$ cat config.mk
export PLATFORM = sky130hd
export DESIGN_NAME = imem_uart_loader
export DESIGN_NICKNAME = d
export VERILOG_FILES = /design/src/rtl/imem_uart_loader.sv
export SDC_FILE = /design/constraint.sdc
export NUM_CORES = 1
export LEC_CHECK = 0
export CORE_MARGIN = 3
export CORE_UTILIZATION = 40
export CTS_CLUSTER_DIAMETER = 150
export DETAILED_ROUTE_END_ITERATION = 12
export PLACE_DENSITY = 0.72
export SLEW_MARGIN = 20
export SYNTH_ARGS = -nofsm -noshare
export SYNTH_HDL_FRONTEND = slang
export SYNTH_SLANG_ARGS = --single-unit
$ cat constraint.sdc
create_clock -name clk -period 2.2 [get_ports clk]
set_input_delay 0.33 -clock clk [delete_from_list [all_inputs] [get_ports clk]]
set_output_delay 0.33 -clock clk [all_outputs]
set_load 0.01 [all_outputs]
$ cat src/rtl/imem_uart_loader.sv
// UART boot loader: receives a length-prefixed little-endian image over 8N1 serial
// and writes it word by word into imem, holding the core in reset until it is complete.
module imem_uart_loader #(
  parameter int CLKS_PER_BIT = 434,
  parameter int ADDR_WIDTH   = 16,
  parameter int MAX_WORDS    = 16384
) (
  input  logic                  clk,
  input  logic                  rst,
  input  logic                  uart_rx_i,
  output logic                  imem_we_out,
  output logic [ADDR_WIDTH-1:0] imem_wr_addr_out,
  output logic [31:0]           imem_wr_data_out,
  output logic                  cpu_rst_out,
  output logic                  load_busy,
  output logic                  load_done,
  output logic                  load_err
);

  localparam int HALF  = CLKS_PER_BIT / 2;
  localparam int CNT_W = $clog2(CLKS_PER_BIT);
  localparam int IDX_W = $clog2(MAX_WORDS + 1);

  typedef enum logic [1:0] {RX_IDLE, RX_START, RX_DATA, RX_STOP} rx_state_t;
  typedef enum logic [1:0] {L_LEN, L_DATA, L_DONE, L_ERR} ld_state_t;

  rx_state_t        rx_state;
  ld_state_t        ld_state;
  logic [1:0]       rx_sync;
  logic             rx_s;
  logic [CNT_W-1:0] cnt;
  logic [2:0]       bit_idx;
  logic [7:0]       shreg;
  logic             byte_valid;
  logic             frame_err;

  logic [1:0]       byte_cnt;
  logic [1:0]       lane;
  logic [23:0]      len_lo;
  logic [23:0]      data_buf;
  logic [31:0]      len_full;
  logic [IDX_W-1:0] word_idx;
  logic [IDX_W-1:0] last_idx;
  logic             last_pend;

  assign rx_s     = rx_sync[1];
  assign len_full = {shreg, len_lo};

  // Receiver: byte_valid / frame_err are one-cycle pulses, shreg holds the byte.
  always_ff @(posedge clk) begin
    if (rst) begin
      rx_sync    <= 2'b11;
      rx_state   <= RX_IDLE;
      cnt        <= '0;
      bit_idx    <= '0;
      shreg      <= '0;
      byte_valid <= 1'b0;
      frame_err  <= 1'b0;
    end else begin
      rx_sync    <= {rx_sync[0], uart_rx_i};
      byte_valid <= 1'b0;
      frame_err  <= 1'b0;
      case (rx_state)
        RX_IDLE: begin
          cnt <= '0;
          if (!rx_s) rx_state <= RX_START;
        end
        RX_START: begin
          if (cnt == CNT_W'(HALF - 1)) begin
            cnt      <= '0;
            bit_idx  <= '0;
            rx_state <= rx_s ? RX_IDLE : RX_DATA;
          end else begin
            cnt <= cnt + 1'b1;
          end
        end
        RX_DATA: begin
          if (cnt == CNT_W'(CLKS_PER_BIT - 1)) begin
            cnt     <= '0;
            shreg   <= {rx_s, shreg[7:1]};
            bit_idx <= bit_idx + 1'b1;
            if (bit_idx == 3'd7) rx_state <= RX_STOP;
          end else begin
            cnt <= cnt + 1'b1;
          end
        end
        RX_STOP: begin
          if (cnt == CNT_W'(CLKS_PER_BIT - 1)) begin
            cnt <= '0;
            if (rx_s) byte_valid <= 1'b1;
            else      frame_err  <= 1'b1;
            rx_state <= RX_IDLE;
          end else begin
            cnt <= cnt + 1'b1;
          end
        end
        default: rx_state <= RX_IDLE;
      endcase
    end
  end

  // Loader: bytes shift in from the top so the buffers end up little-endian.
  always_ff @(posedge clk) begin
    if (rst) begin
      ld_state         <= L_LEN;
      byte_cnt         <= '0;
      lane             <= '0;
      len_lo           <= '0;
      data_buf         <= '0;
      word_idx         <= '0;
      last_idx         <= '0;
      last_pend        <= 1'b0;
      imem_we_out      <= 1'b0;
      imem_wr_addr_out <= '0;
      imem_wr_data_out <= '0;
      cpu_rst_out      <= 1'b1;
      load_busy        <= 1'b0;
      load_done        <= 1'b0;
      load_err         <= 1'b0;
    end else begin
      imem_we_out <= 1'b0;
      case (ld_state)
        L_LEN: begin
          if (frame_err) begin
            ld_state  <= L_ERR;
            load_err  <= 1'b1;
            load_busy <= 1'b0;
          end else if (byte_valid) begin
            load_busy <= 1'b1;
            byte_cnt  <= byte_cnt + 1'b1;
            len_lo    <= {shreg, len_lo[23:8]};
            if (byte_cnt == 2'd3) begin
              if (len_full == 32'd0) begin
                ld_state    <= L_DONE;
                load_done   <= 1'b1;
                load_busy   <= 1'b0;
                cpu_rst_out <= 1'b0;
              end else if (len_full > 32'(MAX_WORDS)) begin
                ld_state  <= L_ERR;
                load_err  <= 1'b1;
                load_busy <= 1'b0;
              end else begin
                ld_state <= L_DATA;
                word_idx <= '0;
                lane     <= '0;
                last_idx <= IDX_W'(len_full - 32'd1);
              end
            end
          end
        end
        L_DATA: begin
          // last_pend is high exactly while the final strobe is on the port.
          if (last_pend) begin
            last_pend   <= 1'b0;
            ld_state    <= L_DONE;
            load_done   <= 1'b1;
            load_busy   <= 1'b0;
            cpu_rst_out <= 1'b0;
          end else if (frame_err) begin
            ld_state  <= L_ERR;
            load_err  <= 1'b1;
            load_busy <= 1'b0;
          end else if (byte_valid) begin
            lane <= lane + 1'b1;
            if (lane == 2'd3) begin
              imem_we_out      <= 1'b1;
              imem_wr_addr_out <= ADDR_WIDTH'({word_idx, 2'b00});
              imem_wr_data_out <= {shreg, data_buf};
              word_idx         <= word_idx + 1'b1;
              last_pend        <= (word_idx == last_idx);
            end else begin
              data_buf <= {shreg, data_buf[23:8]};
            end
          end
        end
        L_DONE: ld_state <= L_DONE;
        L_ERR:  ld_state <= L_ERR;
        default: ld_state <= L_ERR;
      endcase
    end
  end

endmodule

==> impl_metrics.prom, run 1 <==
# TYPE chip_impl_metric gauge
chip_impl_metric{name="postSynthRegisterBits",unit=""} 162
chip_impl_metric{name="post-route-min-period",unit="ps"} 2180
chip_impl_metric{name="relSlewSlack",unit=""} 0.664
chip_impl_metric{name="antenna_violations_before_repair",unit=""} 0
chip_impl_metric{name="slew_violations",unit=""} 0
chip_impl_metric{name="sink_count",unit=""} 162
chip_impl_info{name="yosys.cell_count.top_type",value="sky130_fd_sc_hd__nand2_1"} 1
chip_impl_metric{name="vdd.ir_drop.worst",unit="mV"} 0.727
chip_impl_metric{name="post_synth_inst_count",unit=""} 824
chip_impl_metric{name="grt_max_degree",unit=""} 108
chip_impl_metric{name="first_global_vias",unit=""} 5493
chip_impl_info{name="ys.flop_type",value="sky130_fd_sc_hd__dfxtp_1"} 1
chip_impl_metric{name="timing_worst_slew_pin_value",unit="ps"} 504
chip_impl_metric{name="drt-initial-drc-count",unit=""} 421
chip_impl_metric{name="seq_area_frac_synth",unit=""} 0.486
chip_impl_metric{name="leakagePower",unit="nW"} 3.13
chip_impl_metric{name="wl_per_cell",unit="um"} 14.1
chip_impl_metric{name="cts_made_buffers",unit=""} 17
chip_impl_metric{name="core.rowCount",unit=""} 46
chip_impl_metric{name="place.port_buffers",unit=""} 53
chip_impl_metric{name="die_width",unit="um"} 135
chip_impl_info{name="crit_type",value="reg2reg"} 1
chip_impl_metric{name="fillers",unit=""} 1432
chip_impl_info{name="synth_area_leader_cell",value="sky130_fd_sc_hd__dfxtp_1"} 1
chip_impl_metric{name="coreArea",unit="um2"} 16100
chip_impl_info{name="status",value="finished, final reports clean"} 1
chip_impl_info{name="end_kind",value="register"} 1
chip_impl_metric{name="mappedNetlistArea",unit="um2"} 6680
chip_impl_info{name="rsz0062_at_grt",value="true"} 1
chip_impl_metric{name="totalNegativeSetupSlack",unit="ps"} 0
chip_impl_metric{name="areaGrowthSynthToFinish",unit="%"} 32.6
chip_impl_metric{name="final_cell_area",unit="um2"} 8850
chip_impl_metric{name="grt_util_all_layers",unit=""} 0.177
chip_impl_info{name="clock-root-buffer",value="sky130_fd_sc_hd__clkbuf_16"} 1
chip_impl_metric{name="grt_pass1_wl",unit="um"} 26400
chip_impl_metric{name="fin_nets",unit=""} 940
chip_impl_metric{name="holdPathStages",unit=""} 2
chip_impl_metric{name="dp_cells",unit=""} 1109
chip_impl_metric{name="detailed_place_hpwl",unit="um"} 10400
chip_impl_metric{name="cap_viol_max_count",unit=""} 0
chip_impl_metric{name="timing.final.hold_violations",unit=""} 0
chip_impl_info{name="cpMaxStageDelayCell",value="sky130_fd_sc_hd__or4_4"} 1
chip_impl_metric{name="max_freq",unit="GHz"} 0.460
chip_impl_metric{name="final.setup_skew",unit="ps"} 6.43
chip_impl_metric{name="synthDominantCellAreaShare",unit=""} 0.486
chip_impl_metric{name="final_cells",unit=""} 1156
chip_impl_metric{name="total_iterations_of_the_first_detailed_routing_run",unit=""} 5
chip_impl_metric{name="place.gp.congestion",unit=""} 0.816
chip_impl_metric{name="height_of_the_die",unit="um"} 135
chip_impl_info{name="hold_path_class",value="in2reg"} 1
chip_impl_info{name="yosys-top-cells-area",value="sky130_fd_sc_hd__dfxtp_1, sky130_fd_sc_hd__nand2_1, sky130_fd_sc_hd__a21oi_1"} 1
chip_impl_metric{name="boundaryPins",unit=""} 56
chip_impl_metric{name="critical_path_arrival",unit="ps"} 2460
chip_impl_metric{name="cts_max_level",unit=""} 4
chip_impl_metric{name="detail-route-antenna-nets",unit=""} 0
chip_impl_metric{name="finalSetupViolations",unit=""} 0
chip_impl_metric{name="worst-r2r-cell-count",unit=""} 7
chip_impl_metric{name="layout-drive-gt1-share",unit=""} 0.182
chip_impl_metric{name="vias_per_cell",unit=""} 5.13
chip_impl_info{name="cell_with_the_most_instances_on_the_worst_path",value="sky130_fd_sc_hd__or3_4"} 1
chip_impl_metric{name="total_power_consumption_of_the_routed_design",unit="W"} 0.00589
chip_impl_metric{name="post_synth_num_cell_types",unit=""} 48
chip_impl_metric{name="globalRoute.totalOverflow",unit=""} 0
chip_impl_metric{name="post_route_wl",unit="um"} 16300
chip_impl_metric{name="number_of_enable_flip_flop_cells_after_synthesis",unit=""} 0
chip_impl_metric{name="die_area",unit="um2"} 18300
chip_impl_metric{name="placedInstanceArea",unit="um2"} 7860
chip_impl_info{name="crit_path_cell_trace",value="or3_4, buf_4, or3_4, or4_4, clkbuf_16, nand2_1, a21oi_1"} 1
chip_impl_metric{name="synthArstFlopShare",unit=""} 0
chip_impl_metric{name="layout_worst_path_cycle_share",unit=""} 0.989
chip_impl_metric{name="power_per_cell_area",unit="nW/um2"} 666
chip_impl_metric{name="dr_total_vias",unit=""} 5928
chip_impl_metric{name="crit_path_max_incr_delay",unit="ps"} 480
chip_impl_metric{name="floorplan.initialDensity",unit=""} 0.414
chip_impl_metric{name="clk-insertion-delay-late",unit="ps"} 420
chip_impl_metric{name="drc",unit=""} 0
chip_impl_metric{name="worst-path-max-fanout",unit=""} 7
chip_impl_info{name="cts_tree",value="done"} 1
chip_impl_metric{name="worst_ep_required_time",unit="ps"} 2490
chip_impl_metric{name="clk_pin_slew_worst_paths",unit="ps"} 60
chip_impl_metric{name="syn-mean-instance-area",unit="um2"} 8.11
chip_impl_info{name="synth_commonest_cells",value="sky130_fd_sc_hd__nand2_1, sky130_fd_sc_hd__dfxtp_1, sky130_fd_sc_hd__a21oi_1"} 1
chip_impl_info{name="timing.critical_path.from_type",value="register"} 1
chip_impl_metric{name="antennaDiodeCount",unit=""} 0
chip_impl_metric{name="cts_max_path_buffers",unit=""} 2
chip_impl_metric{name="ys_warn_count",unit=""} 0
flip-flops by register name (all words and copies together) (netlist names), named ones only:
register,count
ld_state,2
rx_state,1
word_idx,15
last_pend,1
cnt,9
last_idx,15
cpu_rst_out,1
load_done,1
bit_idx,3
frame_err,1
imem_we_out,1
byte_valid,1
imem_wr_addr_out,14
shreg,8
imem_wr_data_out,32
data_buf,24
load_err,1
rx_sync,2
byte_cnt,2
load_busy,1
lane,2
len_lo,24
report_power, final:
part | switching, W | leakage (nW) | internal, W | total, W
Sequential | 0.00000265 | 1.31 | 0.00294 | 0.00294
Clock | 0.00115 | 0.292 | 0.00173 | 0.00288
Combinational | 0.0000528 | 1.53 | 0.0000177 | 0.0000705
cell usage in the layout (no fill, tap or decap), types with 4 or more instances in the layout:
cell	n
sky130_fd_sc_hd__dfxtp_1	161
sky130_fd_sc_hd__mux2i_1	11
sky130_fd_sc_hd__clkbuf_8	6
sky130_fd_sc_hd__o21ai_0	6
sky130_fd_sc_hd__nor2b_1	5
sky130_fd_sc_hd__buf_12	8
sky130_fd_sc_hd__and3_1	4
sky130_fd_sc_hd__nor2_1	47
sky130_fd_sc_hd__or3_1	6
sky130_fd_sc_hd__a21oi_1	118
sky130_fd_sc_hd__clkinv_2	4
sky130_fd_sc_hd__nand4b_1	4
sky130_fd_sc_hd__or4_4	5
sky130_fd_sc_hd__xor2_1	13
sky130_fd_sc_hd__clkbuf_16	18
sky130_fd_sc_hd__clkdlybuf4s50_1	52
sky130_fd_sc_hd__buf_4	70
sky130_fd_sc_hd__nor4_2	4
sky130_fd_sc_hd__inv_1	11
sky130_fd_sc_hd__nand2_2	7
sky130_fd_sc_hd__nand2_1	230
sky130_fd_sc_hd__xnor2_1	23
sky130_fd_sc_hd__nand3_1	12
sky130_fd_sc_hd__ha_1	10
sky130_fd_sc_hd__a21oi_2	15
sky130_fd_sc_hd__o31ai_1	8
sky130_fd_sc_hd__nand4_1	12
sky130_fd_sc_hd__nand2_4	4
sky130_fd_sc_hd__nor3_1	4
sky130_fd_sc_hd__or4_1	7
path summary, 6_finish.rpt:
check / start / end / slack [ps]
setup / recovery: shreg[5] / last_idx[13] / 20
hold / removal: rst / bit_idx[1] / 230
hold reg to reg: rx_sync[0] / rx_sync[1] / 410
setup reg to reg: shreg[5] / last_idx[13] / 20
per-stage QoR:
step | util | hold slack (ps) | worst slack, ps
after floorplan | - | 389 | 8.03
after global placement | 0.488 | 394 | -22.4
after detailed placement | 0.488 | 396 | -88.1
after CTS | 0.525 | 231 | -37.0
after global routing | 0.549 | 249 | -46.5
final | 0.549 | 232 | 24.8
per-layer routing:
layer  global-route usage  share of wire  vias up
met3               0.0431          0.043       23
met2                0.272           0.47      136
li1                     -              -     2972
met1                0.245           0.47     2797
met4               0.0577          0.016        0
met5                    0              0        -
cell type report:
cell class / count / area (um2) / share of cell area
repair buffers: 134 / 1270 / 0.143
well taps: 216 / 270 / 0.0305
inverters: 11 / 41.3 / 0.00466
multi-input cells: 601 / 3440 / 0.389
clock inverters: 8 / 75.1 / 0.00848
clock buffers: 24 / 512 / 0.0578
flip-flops and latches: 162 / 3240 / 0.366
what timing repair did:
action,in CTS,in global routing
hold buffers,0,0
resized for setup,3,52
setup endpoints to repair,25,31
pin swaps,0,17
cloned,0,3
buffers inserted,0,12
critical path, delay by kind of cell, from the launching register on:
kind / cells / cell delay, ps
compound gates: 1 / 50
flops: 1 / 310
buf+inv: 2 / 330
simple gates: 4 / 1340
kinds of logic (layout without fill, tap and decap cells):
family / after synthesis / after routing / synth area share
and+or+nand+nor: 375 / 377 / 0.254
AOI/OAI and AO/OA: 163 / 163 / 0.134
DFF: 162 / 162 / 0.486
buffers and inverters: 64 / 177 / 0.0388
xor gates and xnor gates: 37 / 37 / 0.0485
muxes: 12 / 12 / 0.0199
adders and majority gates: 10 / 10 / 0.0187
other: 1 / 2 / 0.000561
(Power assumes the default switching activity.)
==> run 2, diff against run 1 <==
--- a/config.mk
+++ b/config.mk
@@ -7,6 +7,7 @@
 export LEC_CHECK = 0
 export CORE_MARGIN = 3
 export CORE_UTILIZATION = 40
+export CTS_BUF_LIST = sky130_fd_sc_hd__clkbuf_2
 export CTS_CLUSTER_DIAMETER = 150
 export DETAILED_ROUTE_END_ITERATION = 12
 export PLACE_DENSITY = 0.72
==> run 2 against run 1 <==
Compared with the run above:
- the run now ends with setup timing left
- final area decreased by 4.6%
- combinational power grew 1%
- non-clock buffer count rose by 4
- global-route usage fell by 0.38 points
- sequential power barely moved
- die area unchanged
- register-to-register slack got worse by 80 ps
- wire length is 2.6% lower
- critical path type unchanged
==> impl_metrics.prom, run 2 (same netlist as run 1, synthesis figures left out) <==
# TYPE chip_impl_metric gauge
chip_impl_metric{name="detail-route-antenna-nets",unit=""} 0
chip_impl_info{name="failed_checks",value="setup timing"} 1
chip_impl_metric{name="slew_violations",unit=""} 0
chip_impl_info{name="timing.critical_path.from_type",value="register"} 1
chip_impl_metric{name="vias_per_cell",unit=""} 5.10
chip_impl_info{name="cts_tree",value="done"} 1
chip_impl_metric{name="timing.final.hold_violations",unit=""} 0
chip_impl_info{name="rsz0062_at_grt",value="true"} 1
chip_impl_metric{name="largest_register_ff_count",unit=""} 32
chip_impl_metric{name="drc",unit=""} 0
chip_impl_metric{name="fin_nets",unit=""} 944
chip_impl_metric{name="globalRoute.totalOverflow",unit=""} 0
chip_impl_metric{name="critical_path_arrival",unit="ps"} 2840
chip_impl_metric{name="worst_setup_margin",unit="ps"} -53.6
chip_impl_metric{name="clk-insertion-delay-late",unit="ps"} 710
chip_impl_metric{name="cap_viol_max_count",unit=""} 0
chip_impl_info{name="clock-root-buffer",value="sky130_fd_sc_hd__clkbuf_2"} 1
chip_impl_metric{name="worst_ep_required_time",unit="ps"} 2790
chip_impl_metric{name="cts_made_buffers",unit=""} 17
chip_impl_metric{name="floorplan.initialDensity",unit=""} 0.414
chip_impl_metric{name="post-route-min-period",unit="ps"} 2250
chip_impl_metric{name="footprint_of_the_multi_input_gates",unit="um2"} 3430
chip_impl_metric{name="max_freq",unit="GHz"} 0.444
chip_impl_metric{name="power.sequential.fraction",unit=""} 0.671
chip_impl_metric{name="core.rowCount",unit=""} 46
chip_impl_info{name="crit_type",value="reg2reg"} 1
chip_impl_metric{name="timing.hold.ws",unit="ps"} 181
chip_impl_metric{name="groute.layer.met3.usage",unit=""} 0.0420
chip_impl_info{name="commonest_cells_after_routing_fill_and_taps_aside",value="sky130_fd_sc_hd__nand2_1, sky130_fd_sc_hd__dfxtp_1, sky130_fd_sc_hd__a21oi_1, sky130_fd_sc_hd__buf_4, sky130_fd_sc_hd__clkdlybuf4s50_1"} 1
chip_impl_metric{name="place.gp.congestion",unit=""} 0.816
chip_impl_info{name="hold_path_class",value="in2reg"} 1
chip_impl_metric{name="clock_power_share",unit=""} 0.313
chip_impl_metric{name="p_sw",unit="W"} 0.00105
chip_impl_metric{name="global_route.usage.met1",unit=""} 0.241
chip_impl_metric{name="coreArea",unit="um2"} 16100
chip_impl_info{name="end_kind",value="register"} 1
chip_impl_metric{name="grt_util_all_layers",unit=""} 0.173
chip_impl_metric{name="wl_per_cell",unit="um"} 13.7
chip_impl_metric{name="antennaDiodeCount",unit=""} 0
chip_impl_metric{name="clk_pin_slew_worst_paths",unit="ps"} 200
chip_impl_metric{name="worst-path-max-fanout",unit=""} 7
chip_impl_info{name="reg_top3",value="imem_wr_data_out x32, data_buf x24, len_lo x24"} 1
chip_impl_metric{name="boundaryPins",unit=""} 56
chip_impl_metric{name="globalRouteMet2Util",unit=""} 0.268
chip_impl_metric{name="sink_count",unit=""} 162
chip_impl_metric{name="place.port_buffers",unit=""} 53
chip_impl_metric{name="antenna_violations_before_repair",unit=""} 0
chip_impl_metric{name="total_power_consumption_of_the_routed_design",unit="W"} 0.00439
chip_impl_metric{name="final_cell_area",unit="um2"} 8450
chip_impl_info{name="most_common_cell_after_layout_fill_and_taps_aside",value="sky130_fd_sc_hd__nand2_1"} 1
chip_impl_metric{name="vdd.ir_drop.worst",unit="mV"} 0.394
chip_impl_metric{name="dp_cells",unit=""} 1109
chip_impl_info{name="busiest_layer",value="met2"} 1
chip_impl_metric{name="placedInstanceArea",unit="um2"} 7860
chip_impl_metric{name="totalNegativeSetupSlack",unit="ps"} -167
chip_impl_metric{name="final_cells",unit=""} 1160
chip_impl_metric{name="post_route_wl",unit="um"} 15900
chip_impl_metric{name="power_frac_comb",unit=""} 0.016
chip_impl_metric{name="areaGrowthSynthToFinish",unit="%"} 26.5
chip_impl_metric{name="grt_max_degree",unit=""} 108
chip_impl_metric{name="power_per_cell_area",unit="nW/um2"} 520
chip_impl_metric{name="leakagePower",unit="nW"} 2.97
chip_impl_metric{name="cts_max_level",unit=""} 4
chip_impl_metric{name="cts_max_path_buffers",unit=""} 2
chip_impl_metric{name="height_of_the_die",unit="um"} 135
chip_impl_metric{name="first_global_vias",unit=""} 5437
chip_impl_metric{name="grt_pass1_wl",unit="um"} 26000
chip_impl_metric{name="dr_total_vias",unit=""} 5917
chip_impl_metric{name="layout-drive-gt1-share",unit=""} 0.177
chip_impl_metric{name="fillers",unit=""} 1511
chip_impl_metric{name="layout_worst_path_cycle_share",unit=""} 1.02
chip_impl_metric{name="sw_frac_of_total",unit=""} 0.238
chip_impl_metric{name="internal_power_summed_over_all_cells",unit="W"} 0.00335
chip_impl_metric{name="total_iterations_of_the_first_detailed_routing_run",unit=""} 6
chip_impl_metric{name="finalSetupViolations",unit=""} 10
chip_impl_info{name="status",value="complete, but fails checks"} 1
chip_impl_metric{name="die_area",unit="um2"} 18300
chip_impl_metric{name="drt-initial-drc-count",unit=""} 413
chip_impl_info{name="top_register",value="imem_wr_data_out"} 1
chip_impl_metric{name="detailed_place_hpwl",unit="um"} 10400
chip_impl_metric{name="final.setup_skew",unit="ps"} 27.1
chip_impl_metric{name="die_width",unit="um"} 135
chip_impl_metric{name="seqCellArea",unit="um2"} 3250
run 2: worst max-delay path, cell delays in order, from the launching register on:
cell and delay, ps:
sky130_fd_sc_hd__dfxtp_1 360, sky130_fd_sc_hd__or3_4 410, sky130_fd_sc_hd__buf_4 150, sky130_fd_sc_hd__or3_4 420, sky130_fd_sc_hd__or4_4 480, sky130_fd_sc_hd__clkbuf_16 210, sky130_fd_sc_hd__nand2_2 70, sky130_fd_sc_hd__a21oi_2 50
run 2: final timing paths:
check,depth (start not counted),from,slack [ps],end
max,7,shreg[3],-50,last_idx[13]
min,2,uart_rx_i,180,rx_sync[0]
max reg2reg,7,shreg[3],-50,last_idx[13]
min reg2reg,1,rx_sync[0],440,rx_sync[1]
run 2: metrics by stage:
step            util  worst slack (ps)
2_1_floorplan      -              8.03
3_3_place_gp   0.488             -22.4
3_5_place_dp   0.488             -88.1
4_1_cts        0.501             -54.7
5_1_grt        0.524              -101
6_report       0.524             -53.6
run 2: routing by layer:
metal	share of wire	wire [um]
met1	0.48	7680
met4	0.015	234
met5	0	0
met2	0.46	7310
met3	0.042	671
run 2: power by group through the flow:
stage	clock network (W)	logic [W]	registers, W
after floorplan	0	0.0000504	0.00300
after global placement	0	0.0000686	0.00300
after detailed placement	0	0.0000686	0.00300
after CTS	0.00143	0.0000701	0.00295
after global routing	0.00155	0.0000776	0.00295
final	0.00138	0.0000714	0.00295
run 2: final cells by class:
type                            instances  share of cell area
Clock buffer                           18              0.0107
Clock inverter                         14              0.0116
Inverter                               11             0.00489
Multi-Input combinational cell        601               0.406
Sequential cell                       162               0.384
Tap cell                              216              0.0320
Timing Repair Buffer                  138               0.150
run 2: repair_timing:
item,CTS,global route
gates resized for setup,3,57
pin swaps,0,25
hold endpoints to repair,15,0
endpoints found under the setup margin,25,31
buffers inserted,0,14
cloned,0,4
hold buffers,1,0
